<file path="config.mk">
export PLATFORM = sky130hd
export DESIGN_NAME = bcd_seg_scanner
export DESIGN_NICKNAME = d
export VERILOG_FILES = /design/src/rtl/bcd_seg_scanner.sv
export SDC_FILE = /design/constraint.sdc
export NUM_CORES = 1
export LEC_CHECK = 0
export ABC_AREA = 1
export BUFFER_PORTS_ARGS = -buffer_cell sky130_fd_sc_hd__buf_2
export CELL_PAD_IN_SITES_DETAIL_PLACEMENT = 1
export CELL_PAD_IN_SITES_GLOBAL_PLACEMENT = 1
export CORE_AREA = 2 2 86 96
export CTS_CLUSTER_SIZE = 24
export DETAILED_ROUTE_END_ITERATION = 7
export DIE_AREA = 0 0 88 98
export GPL_ROUTABILITY_DRIVEN = 0
export GPL_TIMING_DRIVEN = 0
export PLACE_DENSITY_LB_ADDON = 0.1
export SETUP_SLACK_MARGIN = 0.3
export SYNTH_ARGS = -nofsm -noshare
export SYNTH_HDL_FRONTEND = slang
export SYNTH_SLANG_ARGS = --single-unit
</file>
<file path="constraint.sdc">
create_clock -name clk -period 2.2 [get_ports clk]
set_clock_uncertainty 0.05 [all_clocks]
set_input_delay 0.44 -clock clk [delete_from_list [all_inputs] [get_ports clk]]
set_output_delay 0.44 -clock clk [all_outputs]
set_load 0.01 [all_outputs]
</file>
<file path="src/rtl/bcd_seg_scanner.sv">
// Multiplexed 8-digit 7-segment scanner for the 32-bit BCD time bus, with per-frame snapshot and anode-off blanking.
// Optional leading-zero suppression on digits 7..4 is compiled in with SEG_LZ_BLANK_EN.
module bcd_seg_scanner #(
  parameter int CLK_FREQ   = 50_000_000,
  parameter int SCAN_HZ    = 8_000,
  parameter int BLANK_CYC  = 2,
  parameter bit ACTIVE_LOW = 1'b1
) (
  input  logic        clk,
  input  logic        rst,
  input  logic [31:0] time_data,
  output logic [7:0]  an,
  output logic [6:0]  seg,
  output logic        dp,
  output logic        frame_done
);

  localparam int DIV = CLK_FREQ / SCAN_HZ - 1;
  localparam int CW  = $clog2(DIV + 1);
  localparam int BW  = (BLANK_CYC > 0) ? $clog2(BLANK_CYC + 1) : 1;

  logic [CW-1:0] cnt;
  logic [2:0]    idx;
  logic [31:0]   snap;
  logic [BW-1:0] blank_cnt;
  logic          tick;
  logic          lit;
  logic          digit_blank;
  logic [3:0]    digit;
  logic [7:0]    an_raw;
  logic [6:0]    seg_raw;
  logic          dp_raw;

  function automatic logic [6:0] enc(input logic [3:0] d);
    case (d)
      4'd0:    enc = 7'h3F;
      4'd1:    enc = 7'h06;
      4'd2:    enc = 7'h5B;
      4'd3:    enc = 7'h4F;
      4'd4:    enc = 7'h66;
      4'd5:    enc = 7'h6D;
      4'd6:    enc = 7'h7D;
      4'd7:    enc = 7'h07;
      4'd8:    enc = 7'h7F;
      4'd9:    enc = 7'h6F;
      default: enc = 7'h40;
    endcase
  endfunction

  assign tick  = (cnt == CW'(DIV));
  // The tick cycle is dark too, so each slot change gives BLANK_CYC+1 anode-off cycles.
  assign lit   = (blank_cnt == '0) && !tick;
  assign digit = snap[{idx, 2'b00} +: 4];

`ifdef SEG_LZ_BLANK_EN
  logic [7:0] lz_mask;
  always_comb begin
    logic run;
    run     = 1'b1;
    lz_mask = '0;
    for (int k = 7; k >= 4; k--) begin
      run        = run & (snap[4*k +: 4] == 4'h0);
      lz_mask[k] = run;
    end
  end
  assign digit_blank = lz_mask[idx];
`else
  assign digit_blank = 1'b0;
`endif

  always_comb begin
    an_raw  = lit ? (8'b1 << idx) : 8'h00;
    seg_raw = (lit && !digit_blank) ? enc(digit) : 7'h00;
    dp_raw  = lit && !digit_blank && (idx == 3'd2 || idx == 3'd4 || idx == 3'd6);
  end

  always_ff @(posedge clk) begin
    if (rst) begin
      cnt        <= '0;
      idx        <= '0;
      snap       <= '0;
      blank_cnt  <= BW'(BLANK_CYC);
      frame_done <= 1'b0;
      an         <= {8{ACTIVE_LOW}};
      seg        <= {7{ACTIVE_LOW}};
      dp         <= ACTIVE_LOW;
    end else begin
      frame_done <= 1'b0;
      if (tick) begin
        cnt       <= '0;
        idx       <= idx + 3'd1;
        blank_cnt <= BW'(BLANK_CYC);
        if (idx == 3'd7) begin
          snap       <= time_data;
          frame_done <= 1'b1;
        end
      end else begin
        cnt <= cnt + CW'(1);
        if (blank_cnt != '0) blank_cnt <= blank_cnt - BW'(1);
      end
      an  <= an_raw ^ {8{ACTIVE_LOW}};
      seg <= seg_raw ^ {7{ACTIVE_LOW}};
      dp  <= dp_raw ^ ACTIVE_LOW;
    end
  end

endmodule
</file>
==> results.py, run 1 <==
metrics = {
    "grt": {
        "gr-total-overflow": 0,
        "grt_pass1_wl_um": 12400,
        "antenna_found_initial": 0,
        "track_usage_pct": 18.4,
        "grt_pass1_vias": 2798,
        "grt_max_degree": 13,
    },
    "final_layout": {
        "layout_commonest_cell": "nand2_1",
        "nets": 508,
        "mostFrequentLayoutCells": "84 x nand2_1, 66 x dfxtp_1, 52 x buf_2, 42 x inv_1, 37 x nand3_1",
        "fill_cells": 1011,
        "antenna_cells": 0,
        "area_growth_pct": 22.4,
        "postLayoutCellArea_um2": 3640,
        "layout-drive-gt1-share_pct": 22.2,
    },
    "clock_network": {
        "cts.sinks": 67,
        "cts_tree": "yes",
        "cts_buffer_depth": 2,
        "cts_root_buf": "clkbuf_8",
        "cts_buffers": 9,
        "htree_levels": 3,
        "clkTransAtPathRegs_ns": 0.07,
        "clock_latency_ns": 0.34,
    },
    "route": {
        "drtIter0Drc": 83,
        "wl_per_cell_um": 12.8,
        "wl_um": 7330,
        "dr_total_vias": 2705,
        "firstDrtPassIters": 4,
        "ant_nets": 0,
        "drcViolationCount": 0,
        "via_per_inst": 4.72,
    },
    "floorplanning": {
        "num_rows": 34,
        "initial_core_util_pct": 38.7,
        "num_io_pins": 51,
        "die_h_um": 98,
        "dieArea_um2": 8620,
        "core_um2": 7700,
        "die-width_um": 88,
    },
    "power": {
        "p_clk_share_pct": 40.5,
        "pwr-share-comb_pct": 8.3,
        "ir_drop_uv": 266,
        "power.switching_uw": 620,
        "p_int_mw": 1.87,
        "leakage_nw": 1.56,
        "power_density_nw_per_um2": 685,
        "swShare_pct": 24.9,
        "seqPwrFrac_pct": 51.2,
    },
    "setup_path": {
        "critPathLaunch": "idx[0]$_SDFFE_PP0P_",
        "cp.required_ns": 2.37,
        "cp-start-kind": "flop",
        "worstSetupEndpointType": "flop",
        "r2r-start": "idx[0]$_SDFFE_PP0P_",
        "cp.arrival_ns": 1.98,
        "critical_path_class": "reg -> reg",
        "r2r_cells": 11,
        "worstPathMaxFanout": 10,
    },
    "worst_hold_path": {
        "min_path_cells": 2,
        "hp-class": "in -> reg",
        "min-delay-start": "rst",
    },
    "logic_synthesis": {
        "synth_largest_area_cell": "dfxtp_1",
        "syn_area_per_cell_um2": 7.55,
        "synth_compound_area_share_pct": 12.0,
        "syn_inst": 394,
        "synthSimpleGateAreaFrac_pct": 25.5,
        "ys_seq_area_share_pct": 45.1,
        "synth-seq-cells": 67,
        "ys_warn_count": 0,
        "synthMuxAreaShare_pct": 0,
        "syn_area_um2": 2980,
        "synth_xor_area_share_pct": 0.883,
        "synth_fp_nets": 442,
        "synth.top_cell.area_share_pct": 45.1,
        "synthTopCellsByArea": "dfxtp_1 45%, nand2_1 11%, nand3_1 6.7%, ha_1 5.9%, inv_1 5.4%",
        "yosys.cell_types.count": 29,
        "yosys.area_share.adder_pct": 5.88,
        "synth_top_family_by_area": "simple AND/OR/NAND/NOR gates",
    },
    "sta": {
        "finalSetupTns_ns": 0,
        "relSlewSlack_pct": 71.9,
        "finalSetupViolCount": 0,
        "min_period_ns": 1.80,
        "fin_crit_sh_pct": 82.0,
        "finalMaxSlewViolations": 0,
        "max_freq_ghz": 0.554,
        "worstMarginPinSlew_ns": 0.422,
        "rsz0062_at_grt": "yes",
        "report.final.hold_viol_count": 0,
    },
    "status": {
        "status": "complete, no violations",
    },
    "place": {
        "port_buffers": 50,
        "place_area_um2": 3360,
        "dp_hpwl_um": 5470,
    },
    "job": {
        "drv_cap": 0,
    },
}
per-stage QoR:
stage / std cells / hold WS, ns / utilization [%] / setup slack, ns / power, mW
after detailed placement: 552 / 0.395 / 43.7 / 0.190 / 1.52
final: 573 / 0.220 / 47.3 / 0.395 / 2.49
after CTS: 571 / 0.208 / 46.7 / 0.318 / 2.54
after floorplan: 394 / 0.379 / - / 0.497 / 1.43
after global placement: 552 / 0.390 / 43.7 / 0.205 / 1.51
after global routing: 573 / 0.223 / 47.3 / 0.260 / 2.62
repair_timing:
action | CTS | global route
hold buffers | 0 | 0
endpoints found under the setup margin | 5 | 7
hold endpoints to repair | 0 | 0
pin swaps | 1 | 4
resized for setup | 5 | 10
buffers inserted | 3 | 2
registers in the layout, indices dropped and copies added, names as in the netlist:
name        flops
snap           32
an              8
dp              1
blank_cnt       2
frame_done      1
cnt            13
idx             3
seg             7
kinds of logic after synthesis:
group	after synthesis
simple gates	175
buf+inv	66
fa+ha+maj	14
flops	67
compound gates	69
xor+xnor	3
synth_stat cells:
cell type and count:
nand2_1 86, nand3_2 1, a21oi_1 28, buf_6 7, inv_1 43, inv_2 4, o22ai_1 1, a31oi_1 1
nand3_1 40, clkinv_1 2, nor2_2 3, xor2_1 1, nor3_1 1, dfxtp_1 67, inv_4 1, nor3_2 2
buf_4 3, nor2_1 33, o211ai_1 1, nand2_2 1, nor3b_1 2, o21ai_0 16, xnor2_1 2, ha_1 14
o21ai_2 2, nand4_1 6, clkbuf_1 4, o21ai_1 20, buf_2 2
final timing paths:
check | endpoint | slack, ns
worst max-delay path | seg[3]$_SDFF_PP1_ | 0.40
worst min-delay path | frame_done$_SDFF_PP0_ | 0.22
worst max register to register | seg[3]$_SDFF_PP1_ | 0.40
worst min register to register | snap[27]$_SDFFE_PP0P_ | 0.41
critical path, cell delays in order (launching register included):
cell and delay (ns):
dfxtp_2 0.36, buf_6 0.15, buf_8 0.14, nand2_1 0.05, nand2_1 0.09, nand2_1 0.07
nand3_1 0.09, nand2_2 0.12, ha_1 0.30, nand3_1 0.10, nand3_1 0.11, nand3_1 0.06
routing by layer:
layer	vias to the layer above	part of all wire (%)	global-route usage, %	routed length (um)
li1	1393	-	-	-
met1	1258	46	21.5	3370
met2	41	49	32.7	3580
met3	13	3.0	2.87	222
met4	0	2.2	7.81	160
met5	-	0	0	0
power by group through the flow:
stage	clock network, mW	registers [mW]	logic, mW
floorplan	0	1.32	0.110
global placement	0	1.30	0.206
detailed placement	0	1.31	0.212
CTS	1.05	1.28	0.212
global route	1.09	1.29	0.244
finish	1.01	1.28	0.206
area by class of cell:
cell class              count  area (um^2)  share of cell area (%)
flip-flops and latches     67         1340                    36.9
clock buffers              10          128                    3.50
inverters                  50          195                    5.36
multi-input cells         261         1350                    37.0
repair buffers             55          288                    7.90
well taps                 108          135                    3.71
clock inverters             6         66.3                    1.82
plain buffers              16          141                    3.88
(Power assumes the default switching activity.)
==> run 2, diff against run 1 <==
--- a/config.mk
+++ b/config.mk
@@ -5,14 +5,14 @@
 export SDC_FILE = /design/constraint.sdc
 export NUM_CORES = 1
 export LEC_CHECK = 0
-export ABC_AREA = 1
+export ABC_AREA = 0
 export BUFFER_PORTS_ARGS = -buffer_cell sky130_fd_sc_hd__buf_2
 export CELL_PAD_IN_SITES_DETAIL_PLACEMENT = 1
 export CELL_PAD_IN_SITES_GLOBAL_PLACEMENT = 1
-export CORE_AREA = 2 2 86 96
+export CORE_AREA = 2 2 82 92
 export CTS_CLUSTER_SIZE = 24
 export DETAILED_ROUTE_END_ITERATION = 7
-export DIE_AREA = 0 0 88 98
+export DIE_AREA = 0 0 84 94
 export GPL_ROUTABILITY_DRIVEN = 0
 export GPL_TIMING_DRIVEN = 0
 export PLACE_DENSITY_LB_ADDON = 0.1
==> constraint.sdc (replaced) <==
create_clock -name clk -period 1.75 [get_ports clk]
set_clock_uncertainty 0.05 [all_clocks]
set_input_delay 0.35 -clock clk [delete_from_list [all_inputs] [get_ports clk]]
set_output_delay 0.35 -clock clk [all_outputs]
set_load 0.01 [all_outputs]
==> results.py, run 2 <==
metrics = {
    "setup_path": {
        "reg2reg_slack_ns": -0.36,
        "critical_path_class": "reg -> reg",
        "slowest_stage": "mux4_2",
        "worstSetupEndpointType": "flop",
        "r2r-start": "idx[0]$_SDFFE_PP0P_",
        "cp.arrival_ns": 2.29,
        "timing.rr.end": "seg[2]$_SDFF_PP1_",
        "path_cells": "buf_12, buf_4, mux4_2, mux2_4, buf_4, a21oi_1, o21ai_1",
        "cp-start-kind": "flop",
        "worstPathMaxFanout": 8,
        "r2r_cells": 7,
        "cp.required_ns": 1.93,
        "crit_top_cell": "buf_4",
        "cp_slowest_stage_delay_ns": 0.54,
    },
    "logic_synthesis": {
        "yosysMostFrequentCell": "nand2_1",
        "ys_seq_area_share_pct": 46.5,
        "syn_area_per_cell_um2": 9.27,
        "synth-seq-cells": 67,
        "synth_largest_area_cell": "dfxtp_1",
        "syn_area_um2": 2880,
        "netlist_top_cells_count": "70 x nand2_1, 67 x dfxtp_1, 35 x a21oi_1",
        "yosys.cell_types.count": 36,
        "ys_async_sr_fraction_pct": 0,
        "ys_warn_count": 0,
        "synth-edff-count": 0,
        "syn_inst": 311,
        "synthTopCellsByArea": "dfxtp_1 47%, nand2_1 9.1%, a21oi_1 6.1%, ha_1 6.1%, mux4_1 5.5%",
        "synth.top_cell.area_share_pct": 46.5,
        "yosys_most_used_dff": "dfxtp_1",
        "synth_fp_nets": 359,
    },
    "final_layout": {
        "top_regs": "snap x32, cnt x13, an x8",
        "largest_reg_flops": 32,
        "fin_util_pct": 69.8,
        "fin_cells": 503,
        "antenna_cells": 0,
        "layout_commonest_cell": "dfxtp_1",
        "area_growth_pct": 67.7,
        "regMostFlops": "snap",
        "mostFrequentLayoutCells": "60 x dfxtp_1, 50 x buf_2, 35 x nand2_4, 31 x a21oi_2, 28 x nand2_2",
        "nets": 463,
        "layout-drive-gt1-share_pct": 67.5,
    },
    "clock_network": {
        "cts_buffer_depth": 2,
        "htree_levels": 3,
        "clock_latency_ns": 0.35,
        "cts_hold_repair.buffers": 0,
        "clkTransAtPathRegs_ns": 0.08,
        "cts_buffers": 9,
        "cts.sinks": 67,
        "cts_tree": "yes",
        "cts_root_buf": "clkbuf_8",
    },
    "sta": {
        "finalMaxSlewViolations": 0,
        "fin_ws_ns": -0.359,
        "fin_crit_sh_pct": 121,
        "rsz0062_at_grt": "yes",
        "relSlewSlack_pct": 47.3,
        "finalSetupViolCount": 43,
        "report.final.hold_viol_count": 0,
        "min_period_ns": 2.11,
        "worstMarginPinSlew_ns": 0.791,
        "max_freq_ghz": 0.474,
        "finalSetupTns_ns": -3.68,
        "timing.hold.ws_ns": 0.189,
    },
    "place": {
        "dp.cells": 446,
        "dp_hpwl_um": 4960,
        "port_buffers": 50,
    },
    "power": {
        "ir_drop_uv": 650,
        "power_density_nw_per_um2": 668,
        "leakage_nw": 1.87,
    },
    "grt": {
        "grt_pass1_wl_um": 14800,
        "track_usage_pct": 24.7,
        "gr-total-overflow": 0,
        "antenna_found_initial": 0,
        "grt_pass1_vias": 2818,
        "grt_max_degree": 11,
    },
    "worst_hold_path": {
        "hp-class": "in -> reg",
        "min-delay-start": "time_data[28]",
        "holdPathEnd": "snap[28]$_SDFFE_PP0P_",
        "min_path_cells": 3,
    },
    "route": {
        "met3WireLength_um": 378,
        "wl_um": 11400,
        "met2_length_um": 6010,
        "top_layer_used": "met4",
        "wl_per_cell_um": 22.7,
        "ant_nets": 0,
        "via_per_inst": 5.46,
        "drcViolationCount": 0,
        "dr_total_vias": 2745,
        "drt-met1-wl_um": 4780,
        "firstDrtPassIters": 4,
        "drtIter0Drc": 88,
    },
    "status": {
        "violations": "negative setup slack",
        "status": "finished with violations",
    },
    "floorplanning": {
        "num_io_pins": 51,
        "die_h_um": 94,
        "initial_core_util_pct": 41.6,
        "die-width_um": 84,
        "dieArea_um2": 7900,
        "num_rows": 32,
        "core_um2": 6930,
    },
    "job": {
        "drv_cap": 0,
    },
}
## run 2: cell types whose count changed after synthesis, moves of 6 or more
cell / delta
xnor2_1: +8
a21oi_1: +7
nor2_1: -8
nand3_1: -31
nand2_1: -16
inv_1: -30
mux4_1: +6
o21ai_0: -14
o21ai_1: -19
## run 2: cells by family (layout without fill, tap and decap cells)
kind of cell               after synthesis  count (layout)  synth area share, %
buffers and inverters                   32             139                 5.38
DFF                                     67              67                 46.5
and+or+nand+nor                        123             123                 18.6
AOI/OAI and AO/OA                       43              43                 8.08
adders and majority gates               14              14                 6.08
muxes                                   19              19                 11.4
xor gates and xnor gates                13              13                 3.95
## run 2: layout make-up
type                    instances  area [um^2]
plain buffers                  18          246
repair buffers                 93          773
inverters                      14         55.1
clock inverters                 3         15.0
well taps                      85          106
fillers                       712         2090
multi-input cells             212         2120
flip-flops and latches         67         1360
clock buffers                  11          151
## run 2: worst max-delay path by stage
stage | from | to
2_1_floorplan | idx[0]$_SDFFE_PP0P_ | seg[6]$_SDFF_PP1_
3_3_place_gp | idx[0]$_SDFFE_PP0P_ | seg[3]$_SDFF_PP1_
3_5_place_dp | idx[0]$_SDFFE_PP0P_ | seg[3]$_SDFF_PP1_
4_1_cts | idx[0]$_SDFFE_PP0P_ | seg[1]$_SDFF_PP1_
5_1_grt | idx[0]$_SDFFE_PP0P_ | seg[2]$_SDFF_PP1_
6_report | idx[0]$_SDFFE_PP0P_ | seg[2]$_SDFF_PP1_
## run 2: metal layers
layer	track usage (%)	up-vias
li1	-	1249
met1	30.0	1392
met2	43.9	80
met3	4.48	24
met4	8.87	0
met5	0	-
## run 2: metrics by stage
step / worst slack (ns) / power [mW] / cell area (um^2)
2_1_floorplan: -0.139 / 1.83 / 3010
3_3_place_gp: -0.297 / 1.93 / 3360
3_5_place_dp: -0.311 / 1.94 / 3360
4_1_cts: -0.234 / 3.13 / 4350
5_1_grt: -0.397 / 3.36 / 4830
6_report: -0.359 / 3.23 / 4830
## run 2: power breakdown
part / switching, mW / total (mW) / leakage (nW) / internal [mW]
clock network: 0.598 / 1.17 / 0.0908 / 0.569
registers: 0.0234 / 1.60 / 0.546 / 1.58
logic: 0.258 / 0.457 / 1.23 / 0.199
## run 2: timing repair
action                                  in CTS  in global routing
buffers inserted                            29                  6
cloned                                       6                  2
endpoints found under the setup margin      67                 67
resized for setup                          125                109
pin swaps                                   30                 40
## run 2: worst max-delay path, delay by kind of cell (launching register included)
kind                   cells  cell delay (ns)
buffers and inverters      3             0.41
multiplexers               2             0.88
AO/OA/AOI/OAI              2             0.29
flip-flops                 1             0.37
==> run 3, diff against run 2 <==
--- a/config.mk
+++ b/config.mk
@@ -5,14 +5,14 @@
 export SDC_FILE = /design/constraint.sdc
 export NUM_CORES = 1
 export LEC_CHECK = 0
-export ABC_AREA = 0
+export ABC_AREA = 1
 export BUFFER_PORTS_ARGS = -buffer_cell sky130_fd_sc_hd__buf_2
 export CELL_PAD_IN_SITES_DETAIL_PLACEMENT = 1
 export CELL_PAD_IN_SITES_GLOBAL_PLACEMENT = 1
-export CORE_AREA = 2 2 82 92
+export CORE_AREA = 2 2 86 96
 export CTS_CLUSTER_SIZE = 24
 export DETAILED_ROUTE_END_ITERATION = 7
-export DIE_AREA = 0 0 84 94
+export DIE_AREA = 0 0 88 98
 export GPL_ROUTABILITY_DRIVEN = 0
 export GPL_TIMING_DRIVEN = 0
 export PLACE_DENSITY_LB_ADDON = 0.1
@@ -20,3 +20,4 @@
 export SYNTH_ARGS = -nofsm -noshare
 export SYNTH_HDL_FRONTEND = slang
 export SYNTH_SLANG_ARGS = --single-unit
+export TNS_END_PERCENT = 5
==> results.py, run 3 (synthesis gave the netlist of run 1 again) <==
metrics = {
    "route": {
        "drcViolationCount": 0,
        "via_per_inst": 4.82,
        "drtIter0Drc": 97,
        "firstDrtPassIters": 4,
        "ant_nets": 0,
        "wl_um": 8120,
        "dr_total_vias": 2793,
        "wl_per_cell_um": 14.0,
    },
    "sta": {
        "report.final.hold_viol_count": 0,
        "relSlewSlack_pct": 64.7,
        "finalMaxSlewViolations": 0,
        "min_period_ns": 1.77,
        "rsz0062_at_grt": "yes",
        "worstMarginPinSlew_ns": 0.530,
        "timing.hold.ws_ns": 0.124,
        "finalSetupTns_ns": -0.0343,
        "fin_crit_sh_pct": 101,
        "finalSetupViolCount": 3,
        "fin_ws_ns": -0.0179,
        "max_freq_ghz": 0.566,
    },
    "grt": {
        "gr-total-overflow": 0,
        "antenna_found_initial": 0,
        "track_usage_pct": 19.8,
        "grt_max_degree": 13,
        "grt_pass1_vias": 2960,
        "grt_pass1_wl_um": 13400,
    },
    "floorplanning": {
        "dieArea_um2": 8620,
        "core_um2": 7700,
        "num_io_pins": 51,
        "die_h_um": 98,
        "initial_core_util_pct": 38.7,
        "num_rows": 34,
        "die-width_um": 88,
    },
    "setup_path": {
        "worstPathMaxFanout": 5,
        "worstSetupEndpointType": "flop",
        "timing.rr.end": "seg[5]$_SDFF_PP1_",
        "cp-start-kind": "flop",
        "reg2reg_slack_ns": -0.02,
        "cp.required_ns": 1.94,
        "r2r-start": "idx[0]$_SDFFE_PP0P_",
        "r2r_cells": 12,
        "cp.arrival_ns": 1.96,
        "critical_path_class": "reg -> reg",
    },
    "worst_hold_path": {
        "min-delay-start": "rst",
        "hp-class": "in -> reg",
        "holdPathEnd": "frame_done$_SDFF_PP0_",
        "min_path_cells": 2,
    },
    "final_layout": {
        "largest_reg_flops": 32,
        "mostFrequentLayoutCells": "80 x nand2_1, 63 x dfxtp_1, 51 x buf_2, 37 x inv_1, 31 x nor2_1",
        "fill_cells": 988,
        "regMostFlops": "snap",
        "layout-drive-gt1-share_pct": 31.2,
        "top_regs": "snap x32, cnt x13, an x8",
        "fin_util_pct": 51.6,
        "area_growth_pct": 33.5,
        "antenna_cells": 0,
        "layout_commonest_cell": "nand2_1",
        "nets": 514,
    },
    "status": {
        "status": "finished with violations",
        "violations": "negative setup slack",
    },
    "power": {
        "power.switching_uw": 800,
        "p_int_mw": 2.50,
        "ir_drop_uv": 495,
        "swShare_pct": 24.2,
        "power_density_nw_per_um2": 831,
        "leakage_nw": 1.64,
        "pwr-share-comb_pct": 8.5,
        "seqPwrFrac_pct": 48.6,
        "totalPowerFinal_mw": 3.30,
        "p_clk_share_pct": 42.9,
    },
    "clock_network": {
        "cts.sinks": 67,
        "cts_buffers": 9,
        "cts_root_buf": "clkbuf_8",
        "htree_levels": 3,
        "cts_tree": "yes",
        "clock_latency_ns": 0.34,
        "clkTransAtPathRegs_ns": 0.08,
        "cts_hold_repair.buffers": 0,
        "cts_buffer_depth": 2,
    },
    "place": {
        "pre_cts_ws_ns": -0.257,
        "port_buffers": 50,
        "dp_hpwl_um": 5510,
    },
    "job": {
        "drv_cap": 0,
    },
}
==> run 3: changes by cell type in the layout (fill, tap and decap cells not counted), sizes merged, moves of 4 or more <==
cell,before,now
a21oi,35,28
a32oi,4,0
buf,104,73
clkbuf,17,13
clkinvlp,0,4
inv,14,47
mux2,6,0
mux2i,5,0
mux4,8,0
nand2,70,87
nand3,9,41
nor2,25,36
o21ai,3,38
xnor2,10,2
==> run 3: per-stage QoR <==
stage	instances	area (um^2)
2_1_floorplan	394	2990
3_3_place_gp	552	3370
3_5_place_dp	552	3370
4_1_cts	577	3780
5_1_grt	579	3970
6_report	579	3970
==> run 3: what timing repair did <==
item | in CTS | in global routing
setup endpoints to repair | 61 | 67
pin swaps | 11 | 6
gates cloned | 1 | 1
resized for setup | 26 | 50
buffers inserted | 8 | 1
==> run 3: critical path, cell delays in order, from the launching register on <==
cell	delay, ns
dfxtp_4	0.36
buf_8	0.14
buf_8	0.12
nand2_2	0.07
nand3_2	0.09
nand2_2	0.06
o21ai_4	0.23
inv_2	0.10
ha_4	0.16
inv_2	0.06
nand3_4	0.09
nand3_2	0.07
nand3_2	0.05
==> run 3: power by group through the flow <==
stage	sequential [mW]	combinational (mW)	clock [mW]
after detailed placement	1.64	0.263	0
final	1.61	0.281	1.41
after global routing	1.61	0.325	1.51
after floorplan	1.66	0.139	0
after CTS	1.60	0.264	1.45
after global placement	1.64	0.259	0
==> run 3: worst max-delay path by stage <==
stage / start / endpoint / slack, ns / cells after the start
5_1_grt: idx[0]$_SDFFE_PP0P_ / seg[5]$_SDFF_PP1_ / -0.11 / 12
3_3_place_gp: idx[0]$_SDFFE_PP0P_ / seg[5]$_SDFF_PP1_ / -0.21 / 13
6_report: idx[0]$_SDFFE_PP0P_ / seg[5]$_SDFF_PP1_ / -0.02 / 12
2_1_floorplan: idx[0]$_SDFFE_PP0P_ / seg[5]$_SDFF_PP1_ / 0.08 / 13
4_1_cts: idx[0]$_SDFFE_PP0P_ / seg[5]$_SDFF_PP1_ / 0.004 / 13
3_5_place_dp: idx[0]$_SDFFE_PP0P_ / seg[5]$_SDFF_PP1_ / -0.26 / 13
==> run 3: routing by layer <==
| layer | GRT usage [%] | routed length [um] |
|---|---|---|
| met5 | 0 | 0 |
| met4 | 6.75 | 136 |
| met1 | 22.9 | 3500 |
| met2 | 36.0 | 4300 |
| met3 | 3.21 | 186 |
==> run 3: cell type report <==
type                    instances  area [um^2]  share of cell area (%)
flip-flops and latches         67         1350                    34.0
plain buffers                  16          170                    4.28
clock inverters                 7         92.6                    2.33
repair buffers                 61          387                    9.73
multi-input cells             261         1510                    37.9
well taps                     108          135                    3.40
clock buffers                   9          124                    3.12
inverters                      50          206                    5.20
